### src/rtl/id_ex_stage_pkg.sv
// ============================================================================
// Module : id_ex_stage_pkg
// Shared ALU function codes, datapath widths and the ID/EX register bundle.
// Rev    : 1.0
// ============================================================================
`default_nettype none

package id_ex_stage_pkg;

  localparam int DATA_W   = 32;
  localparam int REG_AW   = 5;
  localparam int SHAMT_W  = 5;
  localparam int ALUFUN_W = 6;

  localparam logic [ALUFUN_W-1:0] ALU_ADD   = 6'b000000;
  localparam logic [ALUFUN_W-1:0] ALU_SUB   = 6'b000001;
  localparam logic [ALUFUN_W-1:0] ALU_AND   = 6'b011000;
  localparam logic [ALUFUN_W-1:0] ALU_OR    = 6'b011110;
  localparam logic [ALUFUN_W-1:0] ALU_XOR   = 6'b010110;
  localparam logic [ALUFUN_W-1:0] ALU_NOR   = 6'b010001;
  localparam logic [ALUFUN_W-1:0] ALU_PASSA = 6'b011010;
  localparam logic [ALUFUN_W-1:0] ALU_SLL   = 6'b100000;
  localparam logic [ALUFUN_W-1:0] ALU_SRL   = 6'b100001;
  localparam logic [ALUFUN_W-1:0] ALU_SRA   = 6'b100011;
  localparam logic [ALUFUN_W-1:0] ALU_EQ    = 6'b110011;
  localparam logic [ALUFUN_W-1:0] ALU_NEQ   = 6'b110001;
  localparam logic [ALUFUN_W-1:0] ALU_LT    = 6'b110101;
  localparam logic [ALUFUN_W-1:0] ALU_LEZ   = 6'b111101;
  localparam logic [ALUFUN_W-1:0] ALU_LTZ   = 6'b111011;
  localparam logic [ALUFUN_W-1:0] ALU_GTZ   = 6'b111111;

  typedef struct packed {
    logic                valid;
    logic [REG_AW-1:0]   rs_addr;
    logic [REG_AW-1:0]   rt_addr;
    logic [DATA_W-1:0]   rs_data;
    logic [DATA_W-1:0]   rt_data;
    logic [DATA_W-1:0]   imm;
    logic [SHAMT_W-1:0]  shamt;
    logic                alusrc1;
    logic                alusrc2;
    logic [ALUFUN_W-1:0] alufun;
    logic                sign;
    logic [REG_AW-1:0]   wr_addr;
    logic                reg_write;
    logic                mem_read;
    logic                mem_write;
  } ex_regs_t;

endpackage

`default_nettype wire

### src/rtl/id_ex_stage_fwd_mux_32bits.sv
// ============================================================================
// Module : fwd_mux_32bits
// Operand bypass: EX/MEM beats MEM/WB beats register-file data; $0 reads 0.
// Rev    : 1.0
// ============================================================================
`default_nettype none

module fwd_mux_32bits
  import id_ex_stage_pkg::*;
(
  input  logic [REG_AW-1:0] addr,
  input  logic [DATA_W-1:0] rf_data,
  input  logic              mem_reg_write,
  input  logic [REG_AW-1:0] mem_wr_addr,
  input  logic [DATA_W-1:0] mem_data,
  input  logic              wb_reg_write,
  input  logic [REG_AW-1:0] wb_wr_addr,
  input  logic [DATA_W-1:0] wb_data,
  output logic [DATA_W-1:0] fwd_data
);

  always_comb begin
    fwd_data = rf_data;
    if (addr == '0)
      fwd_data = '0;
    else if (mem_reg_write && (mem_wr_addr == addr))
      fwd_data = mem_data;
    else if (wb_reg_write && (wb_wr_addr == addr))
      fwd_data = wb_data;
  end

endmodule

`default_nettype wire

### src/rtl/id_ex_stage.sv
// ============================================================================
// Module : id_ex_stage
// ID/EX register feeding the ALU: forwarding, operand selects, load-use stall.
// Rev    : 1.0
// ============================================================================
`default_nettype none

module id_ex_stage
  import id_ex_stage_pkg::*;
(
  input  logic                clk,
  input  logic                reset,
  input  logic                id_valid,
  input  logic [REG_AW-1:0]   id_rs_addr,
  input  logic [REG_AW-1:0]   id_rt_addr,
  input  logic [DATA_W-1:0]   id_rs_data,
  input  logic [DATA_W-1:0]   id_rt_data,
  input  logic [DATA_W-1:0]   id_imm,
  input  logic [SHAMT_W-1:0]  id_shamt,
  input  logic                id_alusrc1,
  input  logic                id_alusrc2,
  input  logic [ALUFUN_W-1:0] id_alufun,
  input  logic                id_sign,
  input  logic [REG_AW-1:0]   id_wr_addr,
  input  logic                id_reg_write,
  input  logic                id_mem_read,
  input  logic                id_mem_write,
  input  logic                id_uses_rs,
  input  logic                id_uses_rt,
  input  logic                flush,
  input  logic                mem_reg_write,
  input  logic [REG_AW-1:0]   mem_wr_addr,
  input  logic [DATA_W-1:0]   mem_alu_out,
  input  logic                wb_reg_write,
  input  logic [REG_AW-1:0]   wb_wr_addr,
  input  logic [DATA_W-1:0]   wb_data,
  output logic                stall,
  output logic                ex_valid,
  output logic [DATA_W-1:0]   ex_A,
  output logic [DATA_W-1:0]   ex_B,
  output logic [ALUFUN_W-1:0] ex_alufun,
  output logic                ex_sign,
  output logic [DATA_W-1:0]   ex_store_data,
  output logic [REG_AW-1:0]   ex_wr_addr,
  output logic                ex_reg_write,
  output logic                ex_mem_read,
  output logic                ex_mem_write
);

  ex_regs_t          ex_reg;
  ex_regs_t          id_bundle;
  logic              load_use;
  logic              capture;
  logic [DATA_W-1:0] fwd_rs;
  logic [DATA_W-1:0] fwd_rt;

  always_comb begin
    id_bundle = '{valid: id_valid, rs_addr: id_rs_addr, rt_addr: id_rt_addr,
                  rs_data: id_rs_data, rt_data: id_rt_data, imm: id_imm,
                  shamt: id_shamt, alusrc1: id_alusrc1, alusrc2: id_alusrc2,
                  alufun: id_alufun, sign: id_sign, wr_addr: id_wr_addr,
                  reg_write: id_reg_write, mem_read: id_mem_read,
                  mem_write: id_mem_write};
  end

  // Load in EX whose result the ID instruction needs cannot be bypassed in time.
  assign load_use = ex_reg.valid && ex_reg.mem_read && id_valid && (ex_reg.wr_addr != '0) &&
                    ((id_uses_rs && (id_rs_addr == ex_reg.wr_addr)) ||
                     (id_uses_rt && (id_rt_addr == ex_reg.wr_addr)));
  assign stall   = load_use && !flush;
  assign capture = !load_use && !flush;

  // Bubbles only kill the control bits; operand data is left as it was.
  always_ff @(posedge clk or negedge reset) begin
    if (!reset) begin
      ex_reg <= '0;
    end else if (capture) begin
      ex_reg <= id_bundle;
    end else begin
      ex_reg.valid     <= 1'b0;
      ex_reg.reg_write <= 1'b0;
      ex_reg.mem_read  <= 1'b0;
      ex_reg.mem_write <= 1'b0;
      ex_reg.alufun    <= ALU_ADD;
    end
  end

  fwd_mux_32bits u_fwd_rs (
    .addr          (ex_reg.rs_addr),
    .rf_data       (ex_reg.rs_data),
    .mem_reg_write (mem_reg_write),
    .mem_wr_addr   (mem_wr_addr),
    .mem_data      (mem_alu_out),
    .wb_reg_write  (wb_reg_write),
    .wb_wr_addr    (wb_wr_addr),
    .wb_data       (wb_data),
    .fwd_data      (fwd_rs)
  );

  fwd_mux_32bits u_fwd_rt (
    .addr          (ex_reg.rt_addr),
    .rf_data       (ex_reg.rt_data),
    .mem_reg_write (mem_reg_write),
    .mem_wr_addr   (mem_wr_addr),
    .mem_data      (mem_alu_out),
    .wb_reg_write  (wb_reg_write),
    .wb_wr_addr    (wb_wr_addr),
    .wb_data       (wb_data),
    .fwd_data      (fwd_rt)
  );

  assign ex_A          = ex_reg.alusrc1 ? {{(DATA_W-SHAMT_W){1'b0}}, ex_reg.shamt} : fwd_rs;
  assign ex_B          = ex_reg.alusrc2 ? ex_reg.imm : fwd_rt;
  assign ex_store_data = fwd_rt;
  assign ex_valid      = ex_reg.valid;
  assign ex_alufun     = ex_reg.alufun;
  assign ex_sign       = ex_reg.sign;
  assign ex_wr_addr    = ex_reg.wr_addr;
  assign ex_reg_write  = ex_reg.valid && ex_reg.reg_write;
  assign ex_mem_read   = ex_reg.valid && ex_reg.mem_read;
  assign ex_mem_write  = ex_reg.valid && ex_reg.mem_write;

endmodule

`default_nettype wire
### config.mk
export PLATFORM = sky130hd
export DESIGN_NAME = id_ex_stage
export DESIGN_NICKNAME = d
export VERILOG_FILES = /design/src/rtl/id_ex_stage_pkg.sv /design/src/rtl/id_ex_stage_fwd_mux_32bits.sv /design/src/rtl/id_ex_stage.sv
export SDC_FILE = /design/constraint.sdc
export NUM_CORES = 1
export LEC_CHECK = 0
export ABC_CLOCK_PERIOD_IN_PS = 5470
export CAP_MARGIN = 0
export CORE_UTILIZATION = 47
export DETAILED_ROUTE_END_ITERATION = 6
export PLACE_DENSITY_LB_ADDON = 0.2
export SETUP_SLACK_MARGIN = 0.2
export SKIP_CTS_REPAIR_TIMING = 1
export SYNTH_ARGS = -nofsm -noshare
export SYNTH_HDL_FRONTEND = slang
export SYNTH_SLANG_ARGS = --single-unit
### constraint.sdc
create_clock -name clk -period 5.47 [get_ports clk]
set_clock_uncertainty 0.2 [all_clocks]
set_input_delay 1.094 -clock clk [delete_from_list [all_inputs] [get_ports clk]]
set_output_delay 1.094 -clock clk [all_outputs]
set_load 0.02 [all_outputs]
-- After elaboration in Yosys (flattened, before gate mapping)
Index checks and enable logic that the tools add are counted.
- div/mod/pow operators: 0
- multiplexer cells: 11
- multiply operators: 0
- reductions and logical operators: 20
- $lt $le $gt $ge: 0
- bitwise gates (word level): 0
- equal/unequal tests: 6
- add/subtract/negate cells: 0
- shift operators: 0
- operators with widths (cell ; count):
    $mux 32 ; 8
    $eq 5x5->1 ; 6
    $logic_and 1x1->1 ; 14
    $logic_not 5->1 ; 2
    $mux 6 ; 1
    $reduce_bool 5->1 ; 1
    $mux 3 ; 1
    $logic_not 1->1 ; 2
    $logic_or 1x1->1 ; 1
    $mux 1 ; 1
- register bits: 129
- bits in writable memories: 0
- ROM bits: 0
- logic and storage cells: 52
- memories: 0
- latch bits: 0

-- Depth between registers and ports, before layout
- depth after elaboration: 7
- mapped depth: 7
- mapped depth without buffers: 5

-- Cells and area by module
A second synthesis with hierarchy kept.
- cells, all modules: 776
- area total of the unflattened synthesis: 8538.2 um^2
- modules (own cells, without submodules) (module ; cells an instance ; seq. area each (um^2) ; instances ; area an instance (um^2)):
    id_ex_stage ; 384 ; 3228.1 ; 1 ; 6030.8
    fwd_mux_32bits ; 196 ; 0.0 ; 2 ; 1253.7

-- Least setup slack after synthesis
OpenSTA, ideal clock, no wires.
- path type: input-to-output
- start: in wb_wr_addr[4]
- end: out ex_A[22]
- required time: 4.176 ns
- stages on the path: 7
- data arrival time: 2.706 ns
- slack: 1.470 ns
- cells stage by stage: xnor2_1 nand3_1 or3_1 buf_2 buf_2 mux2i_1 a211oi_1
- word-level cells in the longest chain between the ends: 6
- RTL lines (item ; RTL line ; text):
    start: declaration ; id_ex_stage.sv:35 ; input logic [REG_AW-1:0] wb_wr_addr,
    $eq 5x5->1 ; id_ex_stage_fwd_mux_32bits.sv:28 ; else if (wb_reg_write && (wb_wr_addr == addr))
    $logic_and 1x1->1 ; id_ex_stage_fwd_mux_32bits.sv:28 ;
    $mux 32 ; id_ex_stage_fwd_mux_32bits.sv:28 ;
    $mux 32 ; id_ex_stage_fwd_mux_32bits.sv:26 ; else if (mem_reg_write && (mem_wr_addr == addr))
    $mux 32 ; id_ex_stage_fwd_mux_32bits.sv:24 ; if (addr == '0)
    $mux 32 ; id_ex_stage.sv:112 ; assign ex_A = ex_reg.alusrc1 ? {{(DATA_W-SHAMT_W){1'b0}}, ex_reg.shamt} : fwd_rs;
    end: declaration ; id_ex_stage.sv:39 ; output logic [DATA_W-1:0] ex_A,
No other way between the ends.

-- Worst setup path after layout
- start: in wb_wr_addr[0]
- end: out ex_A[24]
The elaborated chain is that of the path after synthesis.

==> metrics.txt <==
leading area contributor after synthesis dfrtp_1; M2 GR Usage 52.5%; ys async rst share 100%; total clock buffers created by CTS 17; type of the worst setup path in2out; final wirelength 26.3 mm; initial antenna violation count 1; DR vias 6,766; Combinational Power Share 30.7%; critical path, cell by cell clkdlybuf4s50_1 > xnor2_1 > nand3_1 > or3_2 > buf_4 > mux2i_1 > a211oi_1 > clkdlybuf4s50_1; Yosys cell types 38; IO buf count 322; Max Clk Rate 194 MHz; register area share after synthesis 41.5%; synthesis-stage register bit count 129; Setup TNS 0 ns; core area 16,000 um2; pin count of the biggest net entering global routing 101; CTS H-tree depth 4; clock share of power 35.3%; number of global-route vias before repair 6,769; pre-CTS worst setup slack 0.324 ns; Post-synth top flop dfrtp_1; largest stage delay on the critical path 0.68 ns; GPL Wtd Cong 0.879; synthesis-to-finish area growth 49.3%; crit path launch type input pin; GRT Total Usage 31.0%; Mapped Area 7780 um2; Internal 2.32 mW; Die ar. 17,100 um2; fin crit period 5.16 ns; Die Y 131 um; CP Data Arrival Time 3.86 ns; P_leak 5.12 nW; grt total ovfl 0; MaxCap Viol Count 0; DR vias/cell 5.64; synth warn 0; CTS root buf clkbuf_16; Top Ports 323; antenna-violating nets left 0; power share of the sequential group 34.1%; die width 131 um; Hold Crit Class reg2reg; FF/Latch Area 3230 um2; worst path required time 4.18 ns; crit share post-route 94.3%; share of cells above drive strength 1 17.7%; fin nets 1,179; Initial Util 48.6%; RSZ-0062 raised after global routing no; Crit Path Max Fanout 32; met3 Use GR 9.98%; WL/cell 21.9 um; Max Root-Sink Buffers 2; CP max-delay cell clkdlybuf4s50_1; most common cell in the netlist dfrtp_1; CTS tree done; sw frac 29.4%; synth cell count leaders dfrtp_1, mux2_4, o21ai_0, nor2_1, mux2i_1; multi-input combinational cell area 4110 um2; DR iter-0 viols 355; Setup crit end kind output port; largest cells by area after synthesis dfrtp_1, mux2_4, mux2i_1; Pins Over Slew Limit 0; CTS Sinks 129; total chip power 3.28 mW; post-synth top area share 41.5%; Most Crowded Layer GR met2; Pwr Density 283 nW/um2; Top delay family on crit path buffers and inverters; post-DP HPWL 18.5 mm; Worst-path clk slew 0.05 ns; fillcell total 1,227; EDFF count, synth 0; max FFs per register 116; # rows 46; CP most frequent cell clkdlybuf4s50_1; worst skew pair latency 0.42 ns; maximum VDD drop 0.241 mV; relative slew slack 31.9%; router iterations before antenna repair 5; Syn Nets 885; Min Hold Slack 0.308 ns; Switch Pwr 964 uW; Syn Inst Count 675; Worst Tran Pin Value 1.02 ns; global-route wire length before repair 38.7 mm; final worst slack 0.314 ns; Mean Syn Cell Area 11.5 um2; Buf/Inv on CP 3; final setup vio count 0; GRT met1 Usage 36.6%; hold violation total from the final report 0; # DRC 0; status finished clean
-- metal layers --
metal	part of all wire, %	routed length (um)
met5	0	0
met4	2.6	689
met3	9.5	2490
met2	49	13000
met1	39	10200
-- placed cells by master (no fill, tap or decap), types with 2 or more instances in the layout --
master / synthesis / layout
nand4_1: 3 / 3
buf_12: 9 / 4
clkinv_2: 0 / 5
a211oi_1: 26 / 26
nand3_2: 0 / 2
o21ai_0: 52 / 52
mux2_2: 19 / 19
o21a_1: 5 / 5
mux2i_1: 46 / 46
bufinv_16: 0 / 3
o31ai_1: 13 / 13
and2_1: 27 / 27
nand2_1: 24 / 24
a32oi_1: 20 / 20
nor3_1: 11 / 11
a21oi_1: 20 / 20
clkdlybuf4s50_1: 0 / 320
xnor2_1: 21 / 21
clkinvlp_4: 0 / 2
dfrtp_1: 129 / 129
o22a_1: 5 / 5
clkinv_4: 0 / 4
xor2_1: 9 / 9
nand3_1: 6 / 4
clkbuf_16: 0 / 17
a221oi_1: 17 / 17
and3_1: 2 / 2
mux2_4: 95 / 95
nor2_1: 51 / 49
buf_4: 14 / 14
-- logic make-up (layout without fill, tap and decap cells) --
group	Yosys count	in the layout	share of synthesized area (%)
xor gates and xnor gates	30	30	3.38
buffers and inverters	65	372	6.13
AOI/OAI and AO/OA	162	162	14.3
and+or+nand+nor	129	129	7.70
DFF	129	129	41.5
muxes	160	160	27.0
other	0	1	0
-- worst paths after layout --
path / start / endpoint / slack (ns) / cells past startpoint
setup / recovery: wb_wr_addr[0] / ex_A[24] / 0.31 / 8
hold / removal: ex_reg[85] / ex_reg[85] / 0.31 / 1
setup reg to reg: ex_wr_addr[0] / ex_reg[109] / 2.98 / 6
hold reg to reg: ex_reg[85] / ex_reg[85] / 0.31 / 1
max in group asynchronous: reset / ex_reg[85] / 3.45 / 2
min in group asynchronous: reset / ex_reg[74] / 0.58 / 1
-- layout make-up --
| cell class | count | area share (%) |
|---|---|---|
| diodes | 1 | 0.0215 |
| repair buffers | 339 | 29.3 |
| clock buffers | 18 | 3.78 |
| inverters | 1 | 0.0323 |
| flip-flops and latches | 129 | 27.8 |
| well taps | 216 | 2.33 |
| clock inverters | 14 | 1.42 |
| multi-input cells | 481 | 35.4 |
-- power by group through the flow --
stage	registers, mW	clock network (mW)	logic (mW)
global route	1.13	1.21	1.07
detailed placement	1.13	0	1.00
finish	1.12	1.16	1.01
CTS	1.12	1.17	1.01
global placement	1.13	0	0.993
floorplan	1.11	0	0.530
-- metrics by stage --
stage               instance area, um2  instances  utilization, %
CTS                              11600       1198            72.6
detailed placement               11000       1166            68.8
global placement                 11000       1166            68.8
global route                     11600       1199            72.6
floorplan                         7780        675               -
finish                           11600       1199            72.6
Power figures use the tool's default switching activity.
